`src/rtl/led_uart_tx.sv`:
```
// led_uart_tx
//   Watches the core's 32-bit result bus and captures every value that differs
//   from the previously captured one into a small FIFO. Each buffered word is
//   sent on a UART line as 8 uppercase hex ASCII characters followed by CR LF.
//
// Parameters
//   CLKS_PER_BIT : clock cycles per UART bit (>= 2)
//   FIFO_AW      : FIFO address width, depth = 2**FIFO_AW words
//
// Ports
//   clk     : system clock, all state changes on the rising edge
//   rst     : asynchronous reset, active-low
//   value   : result bus from the processor core
//   txd     : UART serial output, idle high, registered
//   busy    : a frame is in flight or the FIFO holds data, registered
//   ovf_cnt : number of captures dropped on a full FIFO, saturates at 255
//
// Build option
//   LED_UART_PARITY_EN : when defined, an even-parity bit follows the data
//                        bits (8E1, 11-bit frame); otherwise frames are 8N1.
module led_uart_tx #(
    parameter int unsigned CLKS_PER_BIT = 868,
    parameter int unsigned FIFO_AW      = 3
) (
    input  logic        clk,
    input  logic        rst,
    input  logic [31:0] value,
    output logic        txd,
    output logic        busy,
    output logic [7:0]  ovf_cnt
);

    localparam int unsigned DEPTH = 2 ** FIFO_AW;
    localparam int unsigned PW    = FIFO_AW + 1;
    localparam int unsigned CW    = (CLKS_PER_BIT > 1) ? $clog2(CLKS_PER_BIT) : 1;
    localparam logic [CW-1:0] BAUD_RELOAD = CW'(CLKS_PER_BIT - 1);

`ifdef LED_UART_PARITY_EN
    typedef enum logic [2:0] {IDLE, LOAD, START, DATA, PAR, STOP} state_t;
`else
    typedef enum logic [2:0] {IDLE, LOAD, START, DATA, STOP} state_t;
`endif

    // Capture and FIFO
    logic [31:0]   r_vq;
    logic [31:0]   r_last;
    logic [31:0]   r_mem [DEPTH];
    logic [PW-1:0] r_wr_ptr;
    logic [PW-1:0] r_rd_ptr;
    logic [7:0]    r_ovf;

    // Serialiser
    state_t        r_state;
    logic [31:0]   r_word;
    logic [3:0]    r_char_idx;
    logic [7:0]    r_char;
    logic [2:0]    r_bit_idx;
    logic [CW-1:0] r_baud;
    logic          r_txd;
    logic          r_busy;

    logic          w_empty;
    logic          w_full;
    logic          w_change;
    logic          w_pop;
    logic          w_push;
    logic          w_drop;
    logic [4:0]    w_nib_base;
    logic [3:0]    w_nib;
    logic [7:0]    w_char;

    always_comb begin
        w_empty  = (r_wr_ptr == r_rd_ptr);
        w_full   = (r_wr_ptr[FIFO_AW] != r_rd_ptr[FIFO_AW]) &&
                   (r_wr_ptr[FIFO_AW-1:0] == r_rd_ptr[FIFO_AW-1:0]);
        w_change = (r_vq != r_last);
        w_pop    = (r_state == IDLE) && !w_empty;
        // A pop in the same cycle frees a slot, so a full FIFO still accepts.
        w_push   = w_change && (!w_full || w_pop);
        w_drop   = w_change && w_full && !w_pop;
    end

    // Character selection: nibbles MSB first, then CR, LF.
    always_comb begin
        w_nib_base = 5'd28 - {r_char_idx[2:0], 2'b00};
        w_nib      = r_word[w_nib_base +: 4];
        if (r_char_idx == 4'd8) begin
            w_char = 8'h0D;
        end else if (r_char_idx == 4'd9) begin
            w_char = 8'h0A;
        end else if (w_nib < 4'd10) begin
            w_char = 8'h30 + {4'h0, w_nib};
        end else begin
            w_char = 8'h37 + {4'h0, w_nib};
        end
    end

    always_ff @(posedge clk or negedge rst) begin
        if (!rst) begin
            r_vq     <= '0;
            r_last   <= '0;
            r_wr_ptr <= '0;
            r_rd_ptr <= '0;
            r_ovf    <= '0;
        end else begin
            r_vq <= value;
            // last follows v_q even when the word is dropped
            if (w_change) r_last <= r_vq;
            if (w_push) r_wr_ptr <= r_wr_ptr + PW'(1);
            if (w_pop) r_rd_ptr <= r_rd_ptr + PW'(1);
            if (w_drop && (r_ovf != 8'hFF)) r_ovf <= r_ovf + 8'd1;
        end
    end

    always_ff @(posedge clk) begin
        if (w_push) r_mem[r_wr_ptr[FIFO_AW-1:0]] <= r_vq;
    end

    always_ff @(posedge clk or negedge rst) begin
        if (!rst) begin
            r_state    <= IDLE;
            r_word     <= '0;
            r_char_idx <= '0;
            r_char     <= '0;
            r_bit_idx  <= '0;
            r_baud     <= '0;
            r_txd      <= 1'b1;
            r_busy     <= 1'b0;
        end else begin
            r_busy <= (r_state != IDLE) || !w_empty;

            // txd is decoded from the state held during the previous cycle,
            // so the line lags the FSM by exactly one clock.
            unique case (r_state)
                START:   r_txd <= 1'b0;
                DATA:    r_txd <= r_char[r_bit_idx];
`ifdef LED_UART_PARITY_EN
                PAR:     r_txd <= ^r_char;
`endif
                default: r_txd <= 1'b1;
            endcase

            unique case (r_state)
                IDLE: begin
                    if (w_pop) begin
                        r_word     <= r_mem[r_rd_ptr[FIFO_AW-1:0]];
                        r_char_idx <= '0;
                        r_state    <= LOAD;
                    end
                end
                LOAD: begin
                    r_char  <= w_char;
                    r_baud  <= BAUD_RELOAD;
                    r_state <= START;
                end
                START: begin
                    if (r_baud == '0) begin
                        r_baud    <= BAUD_RELOAD;
                        r_bit_idx <= '0;
                        r_state   <= DATA;
                    end else begin
                        r_baud <= r_baud - CW'(1);
                    end
                end
                DATA: begin
                    if (r_baud == '0) begin
                        r_baud <= BAUD_RELOAD;
                        if (r_bit_idx == 3'd7) begin
`ifdef LED_UART_PARITY_EN
                            r_state <= PAR;
`else
                            r_state <= STOP;
`endif
                        end else begin
                            r_bit_idx <= r_bit_idx + 3'd1;
                        end
                    end else begin
                        r_baud <= r_baud - CW'(1);
                    end
                end
`ifdef LED_UART_PARITY_EN
                PAR: begin
                    if (r_baud == '0) begin
                        r_baud  <= BAUD_RELOAD;
                        r_state <= STOP;
                    end else begin
                        r_baud <= r_baud - CW'(1);
                    end
                end
`endif
                STOP: begin
                    if (r_baud == '0) begin
                        if (r_char_idx == 4'd9) begin
                            r_state <= IDLE;
                        end else begin
                            r_char_idx <= r_char_idx + 4'd1;
                            r_state    <= LOAD;
                        end
                    end else begin
                        r_baud <= r_baud - CW'(1);
                    end
                end
                default: r_state <= IDLE;
            endcase
        end
    end

    assign txd     = r_txd;
    assign busy    = r_busy;
    assign ovf_cnt = r_ovf;

endmodule

```
`config.mk`:
```
export PLATFORM = sky130hd
export DESIGN_NAME = led_uart_tx
export DESIGN_NICKNAME = d
export VERILOG_FILES = /design/src/rtl/led_uart_tx.sv
export SDC_FILE = /design/constraint.sdc
export NUM_CORES = 1
export LEC_CHECK = 0
export BUFFER_PORTS_ARGS = -buffer_cell sky130_fd_sc_hd__buf_4
export CAP_MARGIN = 30
export CORE_MARGIN = 4
export CORE_UTILIZATION = 40
export CTS_BUF_LIST = sky130_fd_sc_hd__clkbuf_4 sky130_fd_sc_hd__clkbuf_8 sky130_fd_sc_hd__clkbuf_16
export CTS_CLUSTER_DIAMETER = 120
export CTS_CLUSTER_SIZE = 20
export DETAILED_ROUTE_END_ITERATION = 10
export MAX_ROUTING_LAYER = met4
export PLACE_DENSITY_LB_ADDON = 0.3
export SETUP_SLACK_MARGIN = 0.3
export SYNTH_ARGS = -nofsm -noshare
export SYNTH_HDL_FRONTEND = slang
export SYNTH_SLANG_ARGS = --single-unit
```
`constraint.sdc`:
```
create_clock -name clk -period 6 [get_ports clk]
set_input_delay 0.6 -clock clk [delete_from_list [all_inputs] [get_ports clk]]
set_output_delay 0.6 -clock clk [all_outputs]
set_load 0.005 [all_outputs]
```
==> impl_metrics.toml, run 1 <==
[outcome]
status = "finished, violations left"
violations = "negative hold slack"

[route]
vias = 7519
drt_iter0_drc = 564
route.detailed.drc = 0
viasPerCell = 5.262
wl_mm = 30.53
ant_nets = 0
wl_per_cell_um = 21.36
dr.pass1.iters = 4

[floorplanning]
core_sq_um = 38650
die_w_um = 205.6
initial_core_util = 0.4042
die_h_um = 205.6
die-area_sq_um = 42280
row_count = 72
io_pins = 44

[logic_synthesis]
syn_area_sq_um = 15620
async_flop_share = 0.3552
yosys_warnings = 0
synth_cells = 878
yosysSeqAreaShare = 0.7181
synth_enable_flop_cells = 256
synth-seq-cells = 397
syn-num-nets = 923
synth_area_per_cell_sq_um = 17.79
synth_ff_type = "edfxtp_1"
ys_types = 66

[pwr]
p_sw_uw = 999.6
p_leak_uw = 0.006056
seqPwrFrac = 0.624
max-vdd-ir-drop_uv = 193.0
swShare = 0.2062
p_comb_frac = 0.031
p_int_uw = 3848
power_density_nw_per_um2 = 282.0
pwr-share-clk = 0.345

[final_layout]
finalNonFillerCells = 1429
regArea_sq_um = 11220
drive_above_1_share = 0.2261
fill_cells = 3346
multiInputGateArea_sq_um = 4088
fin_nets = 939
layout_commonest_cell = "edfxtp_1"
final_cell_mix = "256 x edfxtp_1, 137 x dfrtp_1, 69 x mux4_2, 59 x buf_4, 46 x nand2_1"
area_growth_pct = 10.08
n_antenna_cell = 0

[placement]
dp_hpwl_mm = 17.70
place_inst = 1387
port_buffers = 43
gp_congestion = 0.7608

[clocking]
tritoncts = "built"
cts_sinks = 397
root_buffer = "clkbuf_16"
insertion_delay_ps = 550
cts_hold_buffers = 0
cts_setup_buffers = 0
path_clk_slew_ps = 80
cts_buffers = 23
clock_path_buffers = 3
htree_num_levels = 1
post_cts_resized = 0

[critical_path]
critPathArrivalTime_ps = 3360
required_ps = 6220
end_kind = "flop"
crit_type = "reg2reg"
startpoint_type = "flop"
critPathMaxFanout = 32

[sta]
post-route-period-util = 0.5232
hold_viol_final = 5
rsz0062_at_grt = "false"
slew_headroom = 0.3847
worstMarginPinSlew_ps = 923.0
holdWs_ps = -4.750
fmax_ghz = 0.3185
fin_skew_ps = 20.19
slew_violations = 0
setup-violations-final = 0
setup_tns_ps = 0
final.min_clock_period_ps = 3139

[global_route]
grt_max_degree = 70
track_usage = 0.1513
grt_overflow = 0
antenna_found_initial = 0
grt_pass1_vias = 7801
grt_pass1_wl_mm = 47.59

[run]
maxCapViolCount = 0

[worst_hold_path]
hp-class = "in2async"
-- sequential cells by signal, summed over array words and instances (netlist names) --
name / cells
ovf_cnt: 8
r_char: 7
r_state: 3
r_baud: 10
r_rd_ptr: 4
busy: 1
r_bit_idx: 3
txd: 1
r_last: 32
r_wr_ptr: 4
r_vq: 32
r_word: 32
r_mem: 256
r_char_idx: 4
-- final cells by class --
type                    instances  share of cell area
flip-flops and latches        397              0.6527
multi-input cells             400              0.2377
clock buffers                  40             0.04090
well taps                     518             0.03769
repair buffers                 61             0.02707
inverters                      11            0.002401
clock inverters                 2            0.001455
-- per-layer routing --
layer,track usage,vias to the layer above,wire length (um)
li1,-,3390,-
met1,0.2201,3968,14280
met2,0.2386,130,14730
met3,0.01828,31,1082
met4,0.02225,0,438
met5,-,-,0
-- path summary, 6_finish.rpt --
check                                             from                endpoint  slack, ps  cells after the start
worst min register to register  r_word[17]$_DFFE_PN0P_  r_word[17]$_DFFE_PN0P_        490                      2
worst max-delay path                r_vq[26]$_DFF_PN0_  r_mem[6][13]$_DFFE_PP_       2860                      6
min in group clk                              value[6]       r_vq[6]$_DFF_PN0_        150                      1
max in group asynchronous                          rst      r_vq[17]$_DFF_PN0_       4890                      2
worst min-delay path                               rst   r_char[6]$_DFFE_PN0P_         -5                      1
worst max register to register      r_vq[26]$_DFF_PN0_  r_mem[6][13]$_DFFE_PP_       2860                      6
-- worst max-delay path, stage by stage, from the launching register on --
cell     delay, ps
dfrtp_1        490
xor2_1         190
nor4_1         560
nand4_2        470
o22ai_2        650
nor3_2         100
buf_4          350
-- kinds of logic after synthesis --
group                      synth area share
DFF                                  0.7181
AOI/OAI and AO/OA                   0.04254
and+or+nand+nor                     0.04189
buffers and inverters               0.02307
muxes                                0.1353
adders and majority gates          0.008811
xor gates and xnor gates            0.03028
-- synth_stat cells, types with 2 or more instances --
| master | count | area (sq um) |
|---|---|---|
| nand2b_1 | 4 | 25.02 |
| nor3b_1 | 2 | 15.01 |
| xnor2_1 | 15 | 131.4 |
| ha_1 | 11 | 137.6 |
| o2111ai_1 | 6 | 52.55 |
| nor3_2 | 2 | 20.02 |
| and4_1 | 3 | 26.28 |
| and3_1 | 4 | 25.02 |
| a22o_1 | 7 | 61.31 |
| mux4_2 | 69 | 1554 |
| nor4_1 | 12 | 75.07 |
| o221ai_1 | 2 | 17.52 |
| nor3_1 | 6 | 30.03 |
| buf_2 | 14 | 70.07 |
| mux2_2 | 7 | 78.83 |
| mux2i_1 | 36 | 360.4 |
| mux4_1 | 4 | 105.1 |
| a21oi_1 | 4 | 20.02 |
| o31a_1 | 2 | 17.52 |
| o21ai_2 | 2 | 17.52 |
| buf_1 | 2 | 7.510 |
| clkbuf_1 | 48 | 180.2 |
| edfxtp_1 | 256 | 7687 |
| o21ai_1 | 4 | 20.02 |
| or4_1 | 3 | 22.52 |
| nor2_1 | 18 | 67.56 |
| o31ai_1 | 3 | 22.52 |
| nand3_1 | 8 | 40.04 |
| a211oi_1 | 2 | 15.01 |
| dfrtp_1 | 140 | 3503 |
| o21ai_0 | 36 | 180.2 |
| o211a_1 | 2 | 20.02 |
| and2_1 | 3 | 18.77 |
| a31oi_1 | 2 | 12.51 |
| nand2_1 | 46 | 172.7 |
| o211ai_1 | 8 | 60.06 |
| inv_1 | 10 | 37.54 |
| nand4_2 | 2 | 25.02 |
| a32o_1 | 2 | 20.02 |
| xor2_1 | 39 | 341.6 |
| buf_6 | 5 | 56.30 |
| nand4_1 | 3 | 18.77 |
-- power groups by stage --
stage          Combinational, uW  Sequential, uW  Clock, uW
5_1_grt                      170            3040       1840
6_report                     150            3030       1670
4_1_cts                      155            3030       1730
3_3_place_gp                 151            3090          0
3_5_place_dp                 155            3090          0
2_1_floorplan               80.2            3070          0
-- through the flow --
| step | area (sq um) | hold WS, ps | total power (uW) | worst slack (ps) | utilization |
|---|---|---|---|---|---|
| after global routing | 17190 | 15.40 | 5045 | 2739 | 0.4449 |
| after detailed placement | 16470 | 463.9 | 3243 | 2832 | 0.4261 |
| after global placement | 16450 | 456.3 | 3236 | 2607 | 0.4258 |
| final | 17190 | -4.750 | 4848 | 2861 | 0.4449 |
| after CTS | 17190 | 11.08 | 4910 | 2824 | 0.4449 |
| after floorplan | 15620 | 304.4 | 3147 | 1070 | - |
Note: power is estimated with default switching activity, not from simulation.
==> inputs of run 2 (changes only) <==
==> constraint.sdc (replaced) <==
create_clock -name clk -period 2.6 [get_ports clk]
set_input_delay 0.26 -clock clk [delete_from_list [all_inputs] [get_ports clk]]
set_output_delay 0.26 -clock clk [all_outputs]
set_load 0.005 [all_outputs]
==> run 2 against run 1 <==
Net effect: the flow now finishes without violations; final cell count grew 8.0%; register-to-register slack lost 2600 ps; die area is the same; sequential share of layout area shrank 5.2 points; sequential cell count is the same; via count grew 4.4%; utilization grew 3.8 points; global-route usage grew 1.0 points; clock power grew 140%; largest cell class unchanged.
==> impl_metrics.toml, run 2 (synthesis results as in run 1) <==
[critical_path]
cpMostUsedCell = "buf_12"
startpoint_type = "flop"
required_ps = 2910
cp_slowest_stage_delay_ps = 460
crit_chain = "xor2_1 -> nor4_1 -> nand4_4 -> o22ai_4 -> buf_12 -> nor4_4 -> buf_4 -> buf_12"
r2r-start = "r_last[22]$_DFFE_PN0P_"
crit_slowest_cell = "nor4_1"
crit_type = "reg2reg"
reg2reg_to = "r_mem[0][8]$_DFFE_PP_"
end_kind = "flop"
cp-endpoint = "r_mem[0][8]$_DFFE_PP_"
critPathMaxFanout = 15
reg2reg_setup_slack_ps = 310
ff2ff_path_depth = 8
startpoint = "r_last[22]$_DFFE_PN0P_"
critPathArrivalTime_ps = 2600

[final_layout]
final_util = 0.4833
design_area_sq_um = 18680
largest_reg_flops = 256
fill_cells = 3200
drive_above_1_share = 0.2934
layout_commonest_cell = "edfxtp_1"
fin_nets = 1054
n_antenna_cell = 0
final_cell_mix = "256 x edfxtp_1, 135 x dfrtp_1, 110 x buf_4, 71 x mux4_2, 46 x nand2_1"
area_growth_pct = 19.59

[floorplanning]
die-area_sq_um = 42280
initial_core_util = 0.4042
die_h_um = 205.6
die_w_um = 205.6
io_pins = 44
row_count = 72
core_sq_um = 38650

[placement]
gp_congestion = 0.7669
dp_hpwl_mm = 20.90
place_area_sq_um = 17440
port_buffers = 43

[global_route]
grt_pass1_wl_mm = 50.84
track_usage = 0.1613
grt_overflow = 0
grt_pass1_vias = 8229
grt_max_degree = 68
antenna_found_initial = 0

[clocking]
cts_sinks = 397
insertion_delay_ps = 570
path_clk_slew_ps = 80
tritoncts = "built"
htree_num_levels = 1
root_buffer = "clkbuf_16"
cts_buffers = 24
clock_path_buffers = 3

[route]
dr.pass1.iters = 7
route.detailed.drc = 0
wl_mm = 32.30
ant_nets = 0
drt_iter0_drc = 506
wl_per_cell_um = 20.92
vias = 7850
viasPerCell = 5.084

[sta]
hold_viol_final = 0
setup_tns_ps = 0
slew_violations = 0
final.min_clock_period_ps = 2290
rsz0062_at_grt = "true"
worstMarginPinSlew_ps = 591.3
post-route-period-util = 0.8806
fin_skew_ps = 29.32
fmax_ghz = 0.4367
setup-violations-final = 0
slew_headroom = 0.6058

[pwr]
power_density_nw_per_um2 = 616.1
total_power_uw = 11510
p_leak_uw = 0.006723
max-vdd-ir-drop_uv = 712.3

[worst_hold_path]
hp-class = "in2async"

[run]
maxCapViolCount = 0

[outcome]
status = "finished clean"
-- run 2: where the power goes --
group	switching [uW]	total, uW	internal, uW	leakage (uW)
combinational	302	579	277	0.00238
sequential	80.3	6930	6850	0.00396
clock	2050	4000	1950	0.000391
-- run 2: metal layers --
layer  GRT usage  vias up  share of wire
li1            -     3626              -
met1      0.2265     4088           0.45
met2      0.2599      102           0.50
met3     0.01781       34          0.027
met4     0.03278        0          0.021
met5           -        -              0
-- run 2: worst min path at each step --
stage	start	end	slack (ps)	depth (start not counted)
floorplan	rst	busy$_DFF_PN0_	-40	0
global placement	rst	busy$_DFF_PN0_	280	1
detailed placement	rst	busy$_DFF_PN0_	290	1
CTS	rst	r_word[12]$_DFFE_PN0P_	270	2
global route	rst	r_char[6]$_DFFE_PN0P_	310	2
finish	rst	r_word[4]$_DFFE_PN0P_	270	2
-- run 2: stage by stage --
| step | std cells | hold slack, ps | setup slack (ps) |
|---|---|---|---|
| floorplan | 878 | -35.59 | -137.9 |
| global placement | 1458 | 279.1 | -65.56 |
| detailed placement | 1458 | 289.8 | -59.85 |
| CTS | 1542 | 270.1 | 301.6 |
| global route | 1544 | 308.5 | 230.1 |
| finish | 1544 | 270.5 | 310.3 |
-- run 2: worst max-delay path, delay by kind of cell, from the launching register on --
family                 cells  cell delay, ps
flip-flops                 1             380
AND/OR/NAND/NOR            3             720
AO/OA/AOI/OAI              1             220
XOR/XNOR                   1             180
buffers and inverters      3             490
-- run 2: layout make-up --
class,count,area [sq um],share of cell area
clock buffer,40,720.7,0.03858
clock inverter,3,57.56,0.003081
multi-input combinational,400,4194,0.2245
inverter,11,45.04,0.002411
timing repair buffer,175,1788,0.09572
tap,518,648.1,0.03470
sequential,397,11230,0.6010
-- run 2: repair_timing --
item / in CTS / in global routing
hold buffers: 33 / 0
pin swaps: 6 / 1
setup buffers: 8 / 2
setup endpoints to repair: 137 / 167
resized for setup: 8 / 5
endpoints found under the hold margin: 83 / 0
==> inputs of run 3 (changes only) <==
--- a/config.mk
+++ b/config.mk
@@ -8,7 +8,7 @@
 export BUFFER_PORTS_ARGS = -buffer_cell sky130_fd_sc_hd__buf_4
 export CAP_MARGIN = 30
 export CORE_MARGIN = 4
-export CORE_UTILIZATION = 40
+export CORE_UTILIZATION = 45
 export CTS_BUF_LIST = sky130_fd_sc_hd__clkbuf_4 sky130_fd_sc_hd__clkbuf_8 sky130_fd_sc_hd__clkbuf_16
 export CTS_CLUSTER_DIAMETER = 120
 export CTS_CLUSTER_SIZE = 20
==> run 3 against run 2 <==
Net effect: clock power shrank 3%; total power is 1.0% lower; combinational power is 5.2% lower; sequential share of layout area grew 0.59 points; register-to-register slack barely moved; largest cell class unchanged; via count grew 1.1%; critical endpoint is now r_mem[0][3]$_DFFE_PP_; non-clock buffer count is 11 lower; routed wire length down 2.4%; clock-buffer cell count is 1 higher; maximum frequency is 0.45% lower.
==> impl_metrics.toml, run 3 (synthesis results as in run 1) <==
[clocking]
cts_buffers = 23
insertion_delay_ps = 560
clock_path_buffers = 3
tritoncts = "built"
root_buffer = "clkbuf_16"
path_clk_slew_ps = 90
cts_sinks = 397
htree_num_levels = 1

[pwr]
p_leak_uw = 0.006642
power_density_nw_per_um2 = 614.8
total_power_uw = 11390
max-vdd-ir-drop_uv = 630.1

[global_route]
grt_max_degree = 55
track_usage = 0.1716
grt_overflow = 0
grt_pass1_vias = 8246
antenna_found_initial = 0
grt_pass1_wl_mm = 49.71

[route]
wl_mm = 31.53
viasPerCell = 5.429
drt_iter0_drc = 532
dr.pass1.iters = 4
vias = 7937
wl_per_cell_um = 21.57
ant_nets = 0
route.detailed.drc = 0

[critical_path]
reg2reg_setup_slack_ps = 300
critPathMaxFanout = 8
crit_type = "reg2reg"
required_ps = 2920
startpoint_type = "flop"
critPathArrivalTime_ps = 2620
end_kind = "flop"

[floorplanning]
io_pins = 44
die_h_um = 194.3
die_w_um = 194.3
initial_core_util = 0.4612
core_sq_um = 33870
row_count = 67
die-area_sq_um = 37760

[final_layout]
fin_nets = 1042
final_cell_mix = "256 x edfxtp_1, 120 x dfrtp_1, 98 x buf_4, 69 x mux4_2, 46 x nand2_1"
design_area_sq_um = 18530
largest_reg_flops = 256
area_growth_pct = 18.62
layout_commonest_cell = "edfxtp_1"
n_antenna_cell = 0
drive_above_1_share = 0.3018

[sta]
setup-violations-final = 0
rsz0062_at_grt = "true"
final.min_clock_period_ps = 2300
hold_viol_final = 0
setup_tns_ps = 0
fmax_ghz = 0.4348
slew_violations = 0
fin_skew_ps = 21.31
holdWs_ps = 245.2
slew_headroom = 0.6160
post-route-period-util = 0.8846
worstMarginPinSlew_ps = 576.1

[placement]
place_area_sq_um = 17140
dp_hpwl_mm = 19.94
gp_congestion = 0.7693
port_buffers = 43

[run]
maxCapViolCount = 0

[worst_hold_path]
hp-class = "in2async"

[outcome]
status = "finished clean"
## run 3: area by class of cell
class / count / area (sq um)
fill: 2673 / 15340
tap: 448 / 560.5
clock buffer: 41 / 716.9
clock inverter: 1 / 20.02
inverter: 11 / 45.04
timing repair buffer: 164 / 1684
sequential: 397 / 11240
multi-input combinational: 400 / 4257
## run 3: per-stage QoR
stage | cells | utilization | setup WS, ps
floorplan | 878 | - | -137.9
global placement | 1367 | 0.5059 | -88.07
detailed placement | 1367 | 0.5059 | -91.75
CTS | 1455 | 0.5429 | 286.1
global route | 1462 | 0.5471 | 241.4
finish | 1462 | 0.5471 | 300.0
## run 3: timing repair
action,in CTS,in global routing
resized for setup,23,13
gates cloned,0,2
hold buffers,33,0
buffers inserted,13,5
hold endpoints to repair,82,0
pin swaps,6,0
endpoints found under the setup margin,260,214
## run 3: worst max-delay path, stage by stage, from the launching register on
cell and delay (ps):
dfrtp_1 430, xor2_4 220, nor4_4 410, nand4_2 150, buf_6 150, o22ai_4 180
buf_12 160, nor4_4 50, buf_6 170, clkbuf_16 170
## run 3: path summary, 6_finish.rpt
| check | startpoint | to | depth (start not counted) |
|---|---|---|---|
| min | rst | r_char[1]$_DFFE_PN0P_ | 2 |
| max | r_last[23]$_DFFE_PN0P_ | r_mem[0][3]$_DFFE_PP_ | 9 |
| max in group asynchronous | rst | r_vq[29]$_DFF_PN0_ | 3 |
| max reg2reg | r_last[23]$_DFFE_PN0P_ | r_mem[0][3]$_DFFE_PP_ | 9 |
| min reg2reg | r_vq[5]$_DFF_PN0_ | r_last[5]$_DFFE_PN0P_ | 0 |
| min in group clk | value[3] | r_vq[3]$_DFF_PN0_ | 2 |
## run 3: layer usage
layer | up-vias | GRT usage | part of all wire
li1 | 3601 | - | -
met3 | 36 | 0.02545 | 0.043
met2 | 159 | 0.2724 | 0.49
met1 | 4141 | 0.2417 | 0.45
met5 | - | - | 0
met4 | 0 | 0.03490 | 0.022
## run 3: power by group
part / leakage, uW / internal (uW) / switching, uW
combinational: 0.00232 / 269 / 280
clock: 0.000379 / 1900 / 1980
sequential: 0.00394 / 6850 / 105
